### src/rtl/sdio_dat_pkg.sv
// Shared definitions for the SD data-line transfer controller.
// Contents: controller state encoding, data-lane phase codes, status token patterns,
// receive start-bit timeout, maximum block length and the CRC16 field length.
package sdio_dat_pkg;

   typedef enum logic [3:0] {
      StIdle,
      StTxPre,
      StTxStart,
      StTxData,
      StTxCrc,
      StTxEnd,
      StRxWait,
      StRxData,
      StRxCrc,
      StRxEnd,
      StRxStat,
      StDone
   } xfer_state_e;

   // Lane phase codes
   localparam logic [1:0] PhDrive0 = 2'b00;
   localparam logic [1:0] PhDrive1 = 2'b01;
   localparam logic [1:0] PhData   = 2'b10;
   localparam logic [1:0] PhCrc    = 2'b11;

   // Status tokens, MSB goes out first
   localparam logic [4:0] TokenOk  = 5'b00101;
   localparam logic [4:0] TokenBad = 5'b01011;
   localparam int unsigned TokenLen = 5;

   localparam int unsigned TimeoutClks = 1024;
   localparam int unsigned MaxBlkLen   = 512;
   localparam int unsigned CrcClks     = 16;

   // Index of the final byte of a block; a length field of 0 means MaxBlkLen bytes.
   function automatic logic [9:0] last_byte_idx(input logic [9:0] blk_len);
      logic [9:0] n;
      n = (blk_len == 10'd0) ? 10'(MaxBlkLen) : blk_len;
      return n - 10'd1;
   endfunction

   // Token bit for position idx (0 = first bit on the wire).
   function automatic logic token_bit(input logic fail, input logic [2:0] idx);
      logic [4:0] tok;
      tok = fail ? TokenBad : TokenOk;
      return tok[3'd4 - idx];
   endfunction

endpackage

### src/rtl/dat_xfer_ctrl.sv
// SD data-line block transfer controller.
// Sequences one block per start request, card-to-host (start_tx) or host-to-card (start_rx),
// and drives the external data lane and CRC16 through phase/select controls.
// Ports:
//   clk, rst                : clock, synchronous active-low reset
//   start_tx, start_rx      : one-cycle block requests (tx wins if both)
//   blk_len                 : block length in bytes, 0 = 512, sampled on start
//   tx_byte, tx_vld, tx_rd  : byte source, consumed when tx_rd=1
//   rx_byte, rx_vld         : received byte, valid for one cycle
//   dat_phase, xmit_data,
//   data_sel, oe, crc_rst,
//   crc_check_en            : lane controls
//   rcv_data, crc_error     : lane sampled data (bit0 used) and CRC mismatch flag
//   busy, done, crc_fail,
//   underrun, timeout       : status; done is a one-cycle pulse
module dat_xfer_ctrl
   import sdio_dat_pkg::*;
(
   input  logic       clk,
   input  logic       rst,
   input  logic       start_tx,
   input  logic       start_rx,
   input  logic [9:0] blk_len,
   input  logic [7:0] tx_byte,
   input  logic       tx_vld,
   output logic       tx_rd,
   output logic [7:0] rx_byte,
   output logic       rx_vld,
   output logic [1:0] dat_phase,
   output logic [1:0] xmit_data,
   output logic       data_sel,
   output logic       oe,
   output logic       crc_rst,
   output logic       crc_check_en,
   input  logic [1:0] rcv_data,
   input  logic       crc_error,
   output logic       busy,
   output logic       done,
   output logic       crc_fail,
   output logic       underrun,
   output logic       timeout
);

   xfer_state_e state_q, state_d;
   logic [2:0]  bit_cnt_q, bit_cnt_d;
   logic [9:0]  byte_cnt_q, byte_cnt_d;
   logic [9:0]  last_byte_q, last_byte_d;
   // Shared cycle counter for the start-bit wait, CRC field and status token
   logic [9:0]  seq_cnt_q, seq_cnt_d;
   logic [7:0]  shift_q, shift_d;
   logic [7:0]  rx_byte_q, rx_byte_d;
   logic        rx_vld_q, rx_vld_d;
   logic        crc_fail_q, crc_fail_d;
   logic        underrun_q, underrun_d;
   logic        timeout_q, timeout_d;

   logic        last_bit;
   logic        last_byte;
   logic        unused_rcv;

   // Only the one-clock-delayed lane sample is used
   assign unused_rcv = rcv_data[1];

   assign last_bit  = (bit_cnt_q == 3'd7);
   assign last_byte = (byte_cnt_q == last_byte_q);

   always_ff @(posedge clk) begin
      if (!rst) begin
         state_q     <= StIdle;
         bit_cnt_q   <= 3'd0;
         byte_cnt_q  <= 10'd0;
         last_byte_q <= 10'd0;
         seq_cnt_q   <= 10'd0;
         shift_q     <= 8'd0;
         rx_byte_q   <= 8'd0;
         rx_vld_q    <= 1'b0;
         crc_fail_q  <= 1'b0;
         underrun_q  <= 1'b0;
         timeout_q   <= 1'b0;
      end else begin
         state_q     <= state_d;
         bit_cnt_q   <= bit_cnt_d;
         byte_cnt_q  <= byte_cnt_d;
         last_byte_q <= last_byte_d;
         seq_cnt_q   <= seq_cnt_d;
         shift_q     <= shift_d;
         rx_byte_q   <= rx_byte_d;
         rx_vld_q    <= rx_vld_d;
         crc_fail_q  <= crc_fail_d;
         underrun_q  <= underrun_d;
         timeout_q   <= timeout_d;
      end
   end

   always_comb begin
      state_d      = state_q;
      bit_cnt_d    = bit_cnt_q;
      byte_cnt_d   = byte_cnt_q;
      last_byte_d  = last_byte_q;
      seq_cnt_d    = seq_cnt_q;
      shift_d      = shift_q;
      rx_byte_d    = rx_byte_q;
      rx_vld_d     = 1'b0;
      crc_fail_d   = crc_fail_q;
      underrun_d   = underrun_q;
      timeout_d    = timeout_q;

      dat_phase    = PhDrive1;
      xmit_data    = 2'b11;
      data_sel     = 1'b0;
      oe           = 1'b0;
      crc_rst      = 1'b0;
      crc_check_en = 1'b0;
      tx_rd        = 1'b0;

      unique case (state_q)
         StIdle: begin
            crc_rst = 1'b1;
            if (start_tx || start_rx) begin
               last_byte_d = last_byte_idx(blk_len);
               bit_cnt_d   = 3'd0;
               byte_cnt_d  = 10'd0;
               seq_cnt_d   = 10'd0;
               crc_fail_d  = 1'b0;
               underrun_d  = 1'b0;
               timeout_d   = 1'b0;
               state_d     = start_tx ? StTxPre : StRxWait;
            end
         end

         StTxPre: begin
            oe        = 1'b1;
            dat_phase = PhDrive1;
            state_d   = StTxStart;
         end

         StTxStart: begin
            oe        = 1'b1;
            dat_phase = PhDrive0;
            tx_rd     = 1'b1;
            shift_d   = tx_vld ? tx_byte : 8'hFF;
            if (!tx_vld) underrun_d = 1'b1;
            state_d   = StTxData;
         end

         StTxData: begin
            oe        = 1'b1;
            dat_phase = PhData;
            // Pair k = bit_cnt[2:1]; data_sel picks the upper bit first
            case (bit_cnt_q[2:1])
               2'd0:    xmit_data = shift_q[7:6];
               2'd1:    xmit_data = shift_q[5:4];
               2'd2:    xmit_data = shift_q[3:2];
               default: xmit_data = shift_q[1:0];
            endcase
            data_sel  = bit_cnt_q[0];
            bit_cnt_d = bit_cnt_q + 3'd1;
            if (last_bit) begin
               if (last_byte) begin
                  seq_cnt_d = 10'd0;
                  state_d   = StTxCrc;
               end else begin
                  tx_rd      = 1'b1;
                  shift_d    = tx_vld ? tx_byte : 8'hFF;
                  if (!tx_vld) underrun_d = 1'b1;
                  byte_cnt_d = byte_cnt_q + 10'd1;
               end
            end
         end

         StTxCrc: begin
            oe        = 1'b1;
            dat_phase = PhCrc;
            seq_cnt_d = seq_cnt_q + 10'd1;
            if (seq_cnt_q == 10'(CrcClks - 1)) state_d = StTxEnd;
         end

         StTxEnd: begin
            oe        = 1'b1;
            dat_phase = PhDrive1;
            state_d   = StDone;
         end

         StRxWait: begin
            crc_check_en = 1'b1;
            if (!rcv_data[0]) begin
               bit_cnt_d  = 3'd0;
               byte_cnt_d = 10'd0;
               state_d    = StRxData;
            end else if (seq_cnt_q == 10'(TimeoutClks - 1)) begin
               timeout_d = 1'b1;
               state_d   = StDone;
            end else begin
               seq_cnt_d = seq_cnt_q + 10'd1;
            end
         end

         StRxData: begin
            crc_check_en = 1'b1;
            dat_phase    = PhData;
            shift_d      = {shift_q[6:0], rcv_data[0]};
            bit_cnt_d    = bit_cnt_q + 3'd1;
            if (last_bit) begin
               rx_vld_d  = 1'b1;
               rx_byte_d = {shift_q[6:0], rcv_data[0]};
               if (last_byte) begin
                  seq_cnt_d = 10'd0;
                  state_d   = StRxCrc;
               end else begin
                  byte_cnt_d = byte_cnt_q + 10'd1;
               end
            end
         end

         StRxCrc: begin
            crc_check_en = 1'b1;
            dat_phase    = PhCrc;
            if (crc_error) crc_fail_d = 1'b1;
            seq_cnt_d    = seq_cnt_q + 10'd1;
            if (seq_cnt_q == 10'(CrcClks - 1)) state_d = StRxEnd;
         end

         StRxEnd: begin
            crc_check_en = 1'b1;
            if (!rcv_data[0]) crc_fail_d = 1'b1;
            seq_cnt_d    = 10'd0;
            state_d      = StRxStat;
         end

         StRxStat: begin
            oe        = 1'b1;
            dat_phase = token_bit(crc_fail_q, seq_cnt_q[2:0]) ? PhDrive1 : PhDrive0;
            seq_cnt_d = seq_cnt_q + 10'd1;
            if (seq_cnt_q == 10'(TokenLen - 1)) state_d = StDone;
         end

         StDone: begin
            crc_rst = 1'b1;
            state_d = StIdle;
         end

         default: state_d = StIdle;
      endcase
   end

   assign rx_byte  = rx_byte_q;
   assign rx_vld   = rx_vld_q;
   assign busy     = (state_q != StIdle);
   assign done     = (state_q == StDone);
   assign crc_fail = crc_fail_q;
   assign underrun = underrun_q;
   assign timeout  = timeout_q;

endmodule

### config.mk
export PLATFORM = sky130hd
export DESIGN_NAME = dat_xfer_ctrl
export DESIGN_NICKNAME = d
export VERILOG_FILES = /design/src/rtl/sdio_dat_pkg.sv /design/src/rtl/dat_xfer_ctrl.sv
export SDC_FILE = /design/constraint.sdc
export NUM_CORES = 1
export LEC_CHECK = 0
export ABC_CLOCK_PERIOD_IN_PS = 1900
export BUFFER_PORTS_ARGS = -buffer_cell sky130_fd_sc_hd__buf_2
export CELL_PAD_IN_SITES_DETAIL_PLACEMENT = 1
export CELL_PAD_IN_SITES_GLOBAL_PLACEMENT = 2
export CORE_MARGIN = 2
export CORE_UTILIZATION = 31
export CTS_CLUSTER_SIZE = 12
export DETAILED_ROUTE_END_ITERATION = 16
export GPL_TIMING_DRIVEN = 0
export PLACE_DENSITY_LB_ADDON = 0.1
export SETUP_SLACK_MARGIN = 0.3
export SYNTH_ARGS = -nofsm -noshare
export SYNTH_HDL_FRONTEND = slang
export SYNTH_SLANG_ARGS = --single-unit
### constraint.sdc
create_clock -name clk -period 1.9 [get_ports clk]
set_clock_uncertainty 0.15 [all_clocks]
set_input_delay 0.19 -clock clk [delete_from_list [all_inputs] [get_ports clk]]
set_output_delay 0.19 -clock clk [all_outputs]
set_load 0.1 [all_outputs]
-- Yosys cells after proc, flatten, opt, wreduce, memory -nomap -nowiden
Index checks and enable logic that the tools add are counted.
- muxes and demuxes: 56
- eq/ne operators: 37
- reductions and logical operators: 28
- $add $sub $neg: 5
- order comparisons: 1
- operator list (cell ; count):
    $mux 10 ; 9
    $pmux 10 s5 ; 1
    $mux 4 ; 11
    $pmux 4 s11 ; 1
    $ne 2x2->1 const B ; 16
    $pmux 10 s3 ; 1
    $mux 8 ; 3
    $pmux 8 s3 ; 1
    $add 10x1->10 const B ; 2
    $mux 1 ; 17
    $eq 4x3->1 const B ; 4
    $eq 4x4->1 const B ; 4
    $reduce_and 4->1 ; 3
    $reduce_bool 3->1 ; 4
    $eq 10x10->1 ; 1
    $eq 10x10->1 const B ; 1
    $eq 10x3->1 const B ; 1
    $eq 10x4->1 const B ; 1
    $logic_not 10->1 ; 1
    $sub 10x1->10 const B ; 1
    $mux 3 ; 3
    $pmux 3 s3 ; 1
    $reduce_and 9->1 ; 1
    $eq 4x2->1 const B ; 2
    other kinds (29) ; 37
- output and inout port bits: 23
- bits in registers: 57
- word-level logic and storage cells: 138

-- Logic depth before layout (Yosys ltp)
Gate-level depths: netlist (run 1).
- depth in word-level cells: 5
- gate-level depth with buffers: 8
- gate-level depth less buffers: 7

-- Least setup slack after synthesis (run 1)
Ideal clock, no wire load.
- path type: reg2out
- start point: register state_q[0]
- end point: output port crc_rst
- path slack: -1501 ps
- stages on the path, launching flop included: 5
- arrival: 3061 ps
- path through: dfxtp_1 -> buf_2 -> clkbuf_1 -> nand2_1 -> o21ai_0
- longest elaborated chain between the ends: 3
- elaborated cells between the ends (all ways): 4
- classes of those cells: eq/ne (1); mux (1); reduce/logical (2)
- ends and longest elaborated chain (item ; line ; source):
    start, declared ; dat_xfer_ctrl.sv:44 ; xfer_state_e state_q, state_d;
    start signal, assigned ; dat_xfer_ctrl.sv:69 ; state_q <= StIdle;
    start signal, assigned ; dat_xfer_ctrl.sv:81 ; state_q <= state_d;
    $eq 4x4->1 / $logic_not 4->1 (equally long branches) ; dat_xfer_ctrl.sv:116 ; unique case (state_q)
    $reduce_or 2->1 (no line) * ; -- ;
    $mux 1 * ; dat_xfer_ctrl.sv:116 ;
    end, declared ; dat_xfer_ctrl.sv:33 ; output logic crc_rst,
Mark *: on every way between the ends. The rest lies on a longest branch, timed or not.

-- Final worst setup path (run 1)
- start point: register byte_cnt_q[0]
- end point: output port tx_rd
- longest elaborated chain between the ends: 4
- ends and longest elaborated chain (item ; line ; source):
    start, declared ; dat_xfer_ctrl.sv:46 ; logic [9:0] byte_cnt_q, byte_cnt_d;
    start signal, assigned ; dat_xfer_ctrl.sv:83 ; byte_cnt_q <= byte_cnt_d;
    $eq 10x10->1 ; dat_xfer_ctrl.sv:65 ; assign last_byte = (byte_cnt_q == last_byte_q);
    $mux 1 ; dat_xfer_ctrl.sv:159 ; if (last_byte) begin
    $mux 1 ; dat_xfer_ctrl.sv:158 ; if (last_bit) begin
    $pmux 1 s2 ; dat_xfer_ctrl.sv:116 ;
    end, declared ; dat_xfer_ctrl.sv:26 ; output logic tx_rd,
Every way passes these cells.

==> reports/metrics.cfg, run 1 <==
[route]
wl_per_cell_um = 19.8
via_per_inst = 5.51
routed_wl_um = 14400
ant_nets = 0
drc = 0
drt_pass1_iterations = 4
drtIter0Drc = 171
num_vias = 4020

[yosys]
synth_edf_count = 0
ys_ff_latch = 57
synth-seq-area-share = 0.322
ys_top_cells_by_area = dfxtp_1, nor2_1, mux2i_1, xnor2_1, a21oi_1
synth_top_area_frac = 0.322
synth_top_cells_by_count = dfxtp_1, nor2_1, nand2_1
yosys_warnings = 0
syn_avg_cell_area_sq_um = 7.97
netlist_area_sq_um = 3550
async_flop_share = 0
synth.distinct_cells = 62
synth_top_area_cell = dfxtp_1
synth_most_common_cell = dfxtp_1
syn-num-nets = 478
synth_cells = 445
synth_flop_cell = dfxtp_1

[clock_tree]
clkTransAtPathRegs_ps = 60
cts_tree = built
cts.path.max_buffers = 2
cts_max_level = 3
worstSkewPairLatency_ps = 340
root_buffer = clkbuf_16
numCtsBuffers = 9
cts_sinks = 57

[die]
fp.dieW_um = 111
fp-row-count = 39
die_h_um = 111
die-area_sq_um = 12300
start_util = 0.315
core_area_sq_um = 11300
ios = 49

[setup_path]
cp_max_fo = 6
worst_setup_path_end_kind = output port
required_ps = 1560
r2r_start = seq_cnt_q[5]$_SDFFE_PN0P_
critPathLaunchType = register
crit_end = tx_rd
reg2reg_to = state_q[1]$_SDFFE_PN0P_
cp.arrival_ps = 1820
reg2reg_depth = 5
rrSetupSlack_ps = -230
worstSetupPathType = reg -> out
crit_start = byte_cnt_q[0]$_SDFFE_PN0P_

[final_layout]
area_growth_pct = 73.4
multi_input_area_sq_um = 2930
regArea_sq_um = 1180
nets = 615
diodes = 0
nFillCells = 1255
drive_gt1_frac = 0.511
final_cells = 730

[sta]
tightest_slew_ps = 764
drv_slew = 0
min_period_over_period = 1.14
hold_viol = 0
relSlewSlack = 0.489
fmax_ghz = 0.462
period_needed_ps = 2160
setup_viol = 62
timing.hold.ws_ps = 38.5
setup_ws_ps = -264
rsz0062_at_grt = yes

[placed_design]
hpwlAfterDp_um = 8420
routabilityCongestion = 0.819
port_buffers = 46
dp.cells = 634

[global_route]
antenna_found_initial = 0
grt_pass1_wl_um = 21800
grt_max_degree = 12
grt_overflow_total = 0
grt_pass1_vias = 4002
grt_usage = 0.223

[job]
cap_violations = 0

[status]
status = finished with violations
failed_checks = negative setup slack

[power_and_ir_drop]
power_density_nw_per_um2 = 1620
leakage_nw = 2.36
ir_drop_mv = 1.22

[worst_hold_path]
worstHoldPathType = in -> reg
hold_depth = 3

[how the worst min path moves through the flow]
stage / startpoint / to / slack, ps
floorplan: blk_len[0] / last_byte_q[0]$_SDFFE_PN0P_ / 140
global placement: blk_len[0] / last_byte_q[0]$_SDFFE_PN0P_ / 290
detailed placement: blk_len[0] / last_byte_q[0]$_SDFFE_PN0P_ / 310
CTS: blk_len[7] / last_byte_q[7]$_SDFFE_PN0P_ / 40
global route: blk_len[7] / last_byte_q[7]$_SDFFE_PN0P_ / 60
finish: blk_len[7] / last_byte_q[7]$_SDFFE_PN0P_ / 40
[layer usage]
metal  up-vias  GRT usage  part of all wire
met5         -          0                 0
met4         0     0.0608             0.024
met3        27     0.0377             0.034
met2       103      0.396              0.51
met1      1977      0.277              0.43
li1       1913          -                 -
[stage by stage]
stage / area, sq um / total power, mW / utilization / setup TNS (ps) / setup WS [ps]
after floorplan: 3820 / 4.56 / - / -1170 / -205
after global placement: 4230 / 5.29 / 0.375 / -11650 / -405
after detailed placement: 4230 / 5.34 / 0.375 / -13520 / -399
after CTS: 5700 / 9.00 / 0.505 / -4370 / -207
after global routing: 6150 / 10.4 / 0.546 / -11390 / -343
final: 6150 / 9.97 / 0.546 / -7080 / -264
[critical path, cell delays in order, from the launching register on]
cell and delay [ps]:
dfxtp_4 370, xnor2_1 160, nand4_1 250, o31ai_4 420
a21oi_4 110, buf_12 180
[where the power goes]
part           internal, mW  total [mW]  switching [mW]
Sequential             1.43        1.68           0.245
Clock                  1.01        1.64           0.631
Combinational          3.03        6.65            3.62
Total                  5.47        9.97            4.50
[area by class of cell]
type                       instances  share of cell area
clock inverter                     7              0.0114
buffer                            29              0.0541
timing repair buffer             126               0.186
tap                              143              0.0291
multi-input combinational        336               0.476
clock buffer                       9              0.0366
sequential                        57               0.192
inverter                          23              0.0151
[cells by family (layout without fill, tap and decap cells)]
| group | count (synthesis) | after routing | synth area share |
|---|---|---|---|
| AOI/OAI and AO/OA | 126 | 126 | 0.236 |
| DFF | 57 | 57 | 0.322 |
| buffers and inverters | 52 | 194 | 0.0663 |
| xor gates and xnor gates | 19 | 19 | 0.0469 |
| muxes | 17 | 17 | 0.0515 |
| adders and majority gates | 7 | 7 | 0.0247 |
| and+or+nand+nor | 167 | 167 | 0.253 |
[layout by cell type (no fill, tap or decap), types with 7 or more instances in the layout]
| master | instances |
|---|---|
| buf_12 | 14 |
| o21ai_2 | 8 |
| dfxtp_1 | 38 |
| dfxtp_4 | 7 |
| buf_4 | 47 |
| nor2_4 | 9 |
| xnor2_1 | 12 |
| nor2_1 | 36 |
| o21ai_0 | 9 |
| inv_1 | 17 |
| dfxtp_2 | 12 |
| mux2i_1 | 14 |
| nand4_1 | 8 |
| a21oi_1 | 21 |
| a31oi_1 | 13 |
| nand3_1 | 18 |
| nand2_1 | 25 |
| clkbuf_16 | 10 |
| o211ai_1 | 10 |
| buf_8 | 7 |
| buf_2 | 37 |
| buf_6 | 34 |
| o21ai_1 | 8 |
[sequential cells by signal, summed over array words and instances (netlist names)]
| signal | flops |
|---|---|
| byte_cnt_q | 10 |
| crc_fail | 1 |
| underrun | 1 |
| state_q | 4 |
| last_byte_q | 10 |
| shift_q | 8 |
| rx_byte | 8 |
| bit_cnt_q | 3 |
| timeout | 1 |
| seq_cnt_q | 10 |
| rx_vld | 1 |
[timing repair]
action	4_1_cts	5_1_grt
cloned	7	2
buffers inserted	46	24
hold buffers	1	0
resized for setup	184	61
pin swaps	31	33
hold endpoints to repair	1	0
setup endpoints to repair	68	68
Power figures use the tool's default switching activity.
==> run 2: changes to the inputs <==
--- a/config.mk
+++ b/config.mk
@@ -5,12 +5,13 @@
 export SDC_FILE = /design/constraint.sdc
 export NUM_CORES = 1
 export LEC_CHECK = 0
+export ABC_AREA = 1
 export ABC_CLOCK_PERIOD_IN_PS = 1900
 export BUFFER_PORTS_ARGS = -buffer_cell sky130_fd_sc_hd__buf_2
 export CELL_PAD_IN_SITES_DETAIL_PLACEMENT = 1
 export CELL_PAD_IN_SITES_GLOBAL_PLACEMENT = 2
 export CORE_MARGIN = 2
-export CORE_UTILIZATION = 31
+export CORE_UTILIZATION = 28
 export CTS_CLUSTER_SIZE = 12
 export DETAILED_ROUTE_END_ITERATION = 16
 export GPL_TIMING_DRIVEN = 0
==> run 2 against run 1 <==
The run still ends with negative setup slack left; global-route usage grew 0.19 points; sequential power is essentially flat; count of clock-buffer cells in the layout grew 3; largest cell class unchanged; worst hold slack lost 1.4 ps; final cell count grew 15%; critical path depth grew 4; first-iteration DRC count shrank 19%; largest power group unchanged.
==> reports/metrics.cfg, run 2 <==
[global_route]
grt_usage = 0.225
grt_overflow_total = 0
antenna_found_initial = 0
grt_pass1_vias = 4490
gr-usage-met1 = 0.271
grt_max_degree = 11
grt_pass1_wl_um = 23200
grtUsageMet2 = 0.402
busiest_layer = met2
globalRouteMet3Util = 0.0509

[setup_path]
cp.arrival_ps = 2090
cpPeakStageDelay_ps = 410
crit_path_cell_trace = inv_2 -> nor2_2 -> inv_1 -> nor2_2 -> nor2_2 -> nand3_4 -> buf_8 -> nand4_1 -> a21oi_1
reg2reg_depth = 9
crit_top_cell = nor2_2
worst_setup_path_end_kind = register
required_ps = 2000
crit_buf_inv = 3
critPathLaunchType = register
cp_max_fo = 5
rrSetupSlack_ps = -80
worstSetupPathType = reg -> reg
r2r_start = state_q[0]$_SDFFE_PN0P_
cp_slowest_cell = dfxtp_4
cp_top_family = simple AND/OR/NAND/NOR gates
reg2reg_to = seq_cnt_q[0]$_SDFFE_PN0P_

[clock_tree]
clkTransAtPathRegs_ps = 50
worstSkewPairLatency_ps = 340
numCtsBuffers = 9
root_buffer = clkbuf_16
cts.path.max_buffers = 2
cts_max_level = 3
cts_sinks = 57
cts_tree = built

[final_layout]
area_growth_pct = 69.2
nFillCells = 1484
nets = 699
drive_gt1_frac = 0.453
final_cells = 839
mostFrequentLayoutCells = nand2_1, inv_1, nor2_1
diodes = 0
mostFrequentLayoutCell = nand2_1
reg_top3 = byte_cnt_q x10, last_byte_q x10, seq_cnt_q x10

[power_and_ir_drop]
seq_power_share = 0.186
switchingPower_mw = 4.40
finalPower_mw = 9.12
internal_power_mw = 4.73
leakage_nw = 2.37
combPwrFrac = 0.627
clockPowerShare = 0.186
ir_drop_mv = 0.558
power_density_nw_per_um2 = 1530
p_sw_frac = 0.482

[worst_hold_path]
hold_start = blk_len[2]
hold_depth = 3
min_to = last_byte_q[2]$_SDFFE_PN0P_
worstHoldPathType = in -> reg

[yosys]
ys_ff_latch = 57
ys_top_cells_by_area = dfxtp_1, nand2_1, inv_1, o21ai_0, a21oi_1
synth_edf_count = 0
synth_most_common_cell = nand2_1
async_flop_share = 0
synth.distinct_cells = 38
synth_top_area_cell = dfxtp_1
synth_top_area_frac = 0.324
synth_cells = 545
yosys_warnings = 0
synth_flop_cell = dfxtp_1
syn_avg_cell_area_sq_um = 6.47
syn-num-nets = 578
synth-seq-area-share = 0.324
synth_top_cells_by_count = nand2_1, inv_1, nor2_1
netlist_area_sq_um = 3530

[placed_design]
port_buffers = 47
routabilityCongestion = 0.785
post-place-ws_ps = -344
dp.cells = 760
hpwlAfterDp_um = 9060

[status]
failed_checks = negative setup slack
status = finished with violations

[route]
via_per_inst = 5.01
ant_nets = 0
drc = 0
wl_per_cell_um = 17.5
routed_wl_um = 14700
drtIter0Drc = 139
num_vias = 4204
drt_pass1_iterations = 4

[sta]
finalSetupTns_ps = -418
rsz0062_at_grt = yes
fmax_ghz = 0.504
relSlewSlack = 0.497
drv_slew = 0
setup_viol = 16
tightest_slew_ps = 754
period_needed_ps = 1980
min_period_over_period = 1.04
setup_ws_ps = -83.0
hold_viol = 0

[die]
start_util = 0.290
fp-row-count = 40
die-area_sq_um = 13500
ios = 49
fp.dieW_um = 116
die_h_um = 116
core_area_sq_um = 12200

[job]
cap_violations = 0

==> run 2: changes by cell type in the layout (fill, tap and decap cells not counted), sizes merged, moves of 17 or more <==
cell | previous run | this run
a21oi | 26 | 47
o21ai | 31 | 54
nor2 | 49 | 68
nand2 | 31 | 113
buf | 140 | 113
inv | 23 | 72
a31oi | 17 | 0
nand3 | 21 | 50
==> run 2: layer usage <==
layer,vias up,part of all wire
met4,0,0.021
met5,-,0
met3,25,0.037
met2,87,0.51
met1,2034,0.43
li1,2058,-
==> run 2: kinds of logic after synthesis <==
group | Yosys count | synth area share
xor gates and xnor gates | 12 | 0.0298
buffers and inverters | 87 | 0.0961
DFF | 57 | 0.324
and+or+nand+nor | 266 | 0.348
adders and majority gates | 7 | 0.0248
AOI/OAI and AO/OA | 116 | 0.178
==> run 2: cell type report <==
| class | count | area, sq um | share of cell area |
|---|---|---|---|
| inverters | 75 | 349 | 0.0585 |
| flip-flops and latches | 57 | 1190 | 0.199 |
| clock inverters | 4 | 51.3 | 0.00860 |
| clock buffers | 12 | 256 | 0.0430 |
| plain buffers | 12 | 98.8 | 0.0166 |
| well taps | 168 | 210 | 0.0352 |
| multi-input cells | 403 | 2800 | 0.469 |
| repair buffers | 108 | 1020 | 0.170 |
==> run 2: timing repair <==
action	4_1_cts	5_1_grt
endpoints found under the hold margin	2	0
hold buffers	2	0
cloned	4	1
gates resized for setup	236	66
endpoints found under the setup margin	67	68
setup buffers	47	9
pin swaps	48	29
==> run 2: worst max path at each step <==
stage	start	end	depth (start not counted)
2_1_floorplan	state_q[3]$_SDFFE_PN0P_	oe	3
3_3_place_gp	state_q[1]$_SDFFE_PN0P_	shift_q[7]$_SDFFE_PN0P_	8
3_5_place_dp	state_q[0]$_SDFFE_PN0P_	shift_q[7]$_SDFFE_PN0P_	8
4_1_cts	seq_cnt_q[0]$_SDFFE_PN0P_	dat_phase[0]	7
5_1_grt	state_q[0]$_SDFFE_PN0P_	seq_cnt_q[0]$_SDFFE_PN0P_	9
6_report	state_q[0]$_SDFFE_PN0P_	seq_cnt_q[0]$_SDFFE_PN0P_	9
==> run 2: power by group through the flow <==
stage          clock (mW)  sequential [mW]  combinational (mW)
3_3_place_gp            0             1.64                3.23
4_1_cts              1.74             1.67                5.14
5_1_grt              1.80             1.72                6.05
2_1_floorplan           0             1.73                2.39
6_report             1.70             1.70                5.72
3_5_place_dp            0             1.65                3.25
==> run 2: worst min-delay path: cells and delay by family <==
family	cells	cell delay (ps)
xor gates and xnor gates	1	120
buffers and inverters	1	110
AOI/OAI and AO/OA	1	60
==> run 2: per-stage QoR <==
| stage | utilization | cell area [sq um] | hold WS, ps |
|---|---|---|---|
| after floorplan | - | 3640 | 186 |
| after global placement | 0.336 | 4080 | 290 |
| after detailed placement | 0.336 | 4080 | 299 |
| after CTS | 0.466 | 5670 | 22.9 |
| after global routing | 0.491 | 5970 | 47.7 |
| final | 0.491 | 5970 | 37.2 |
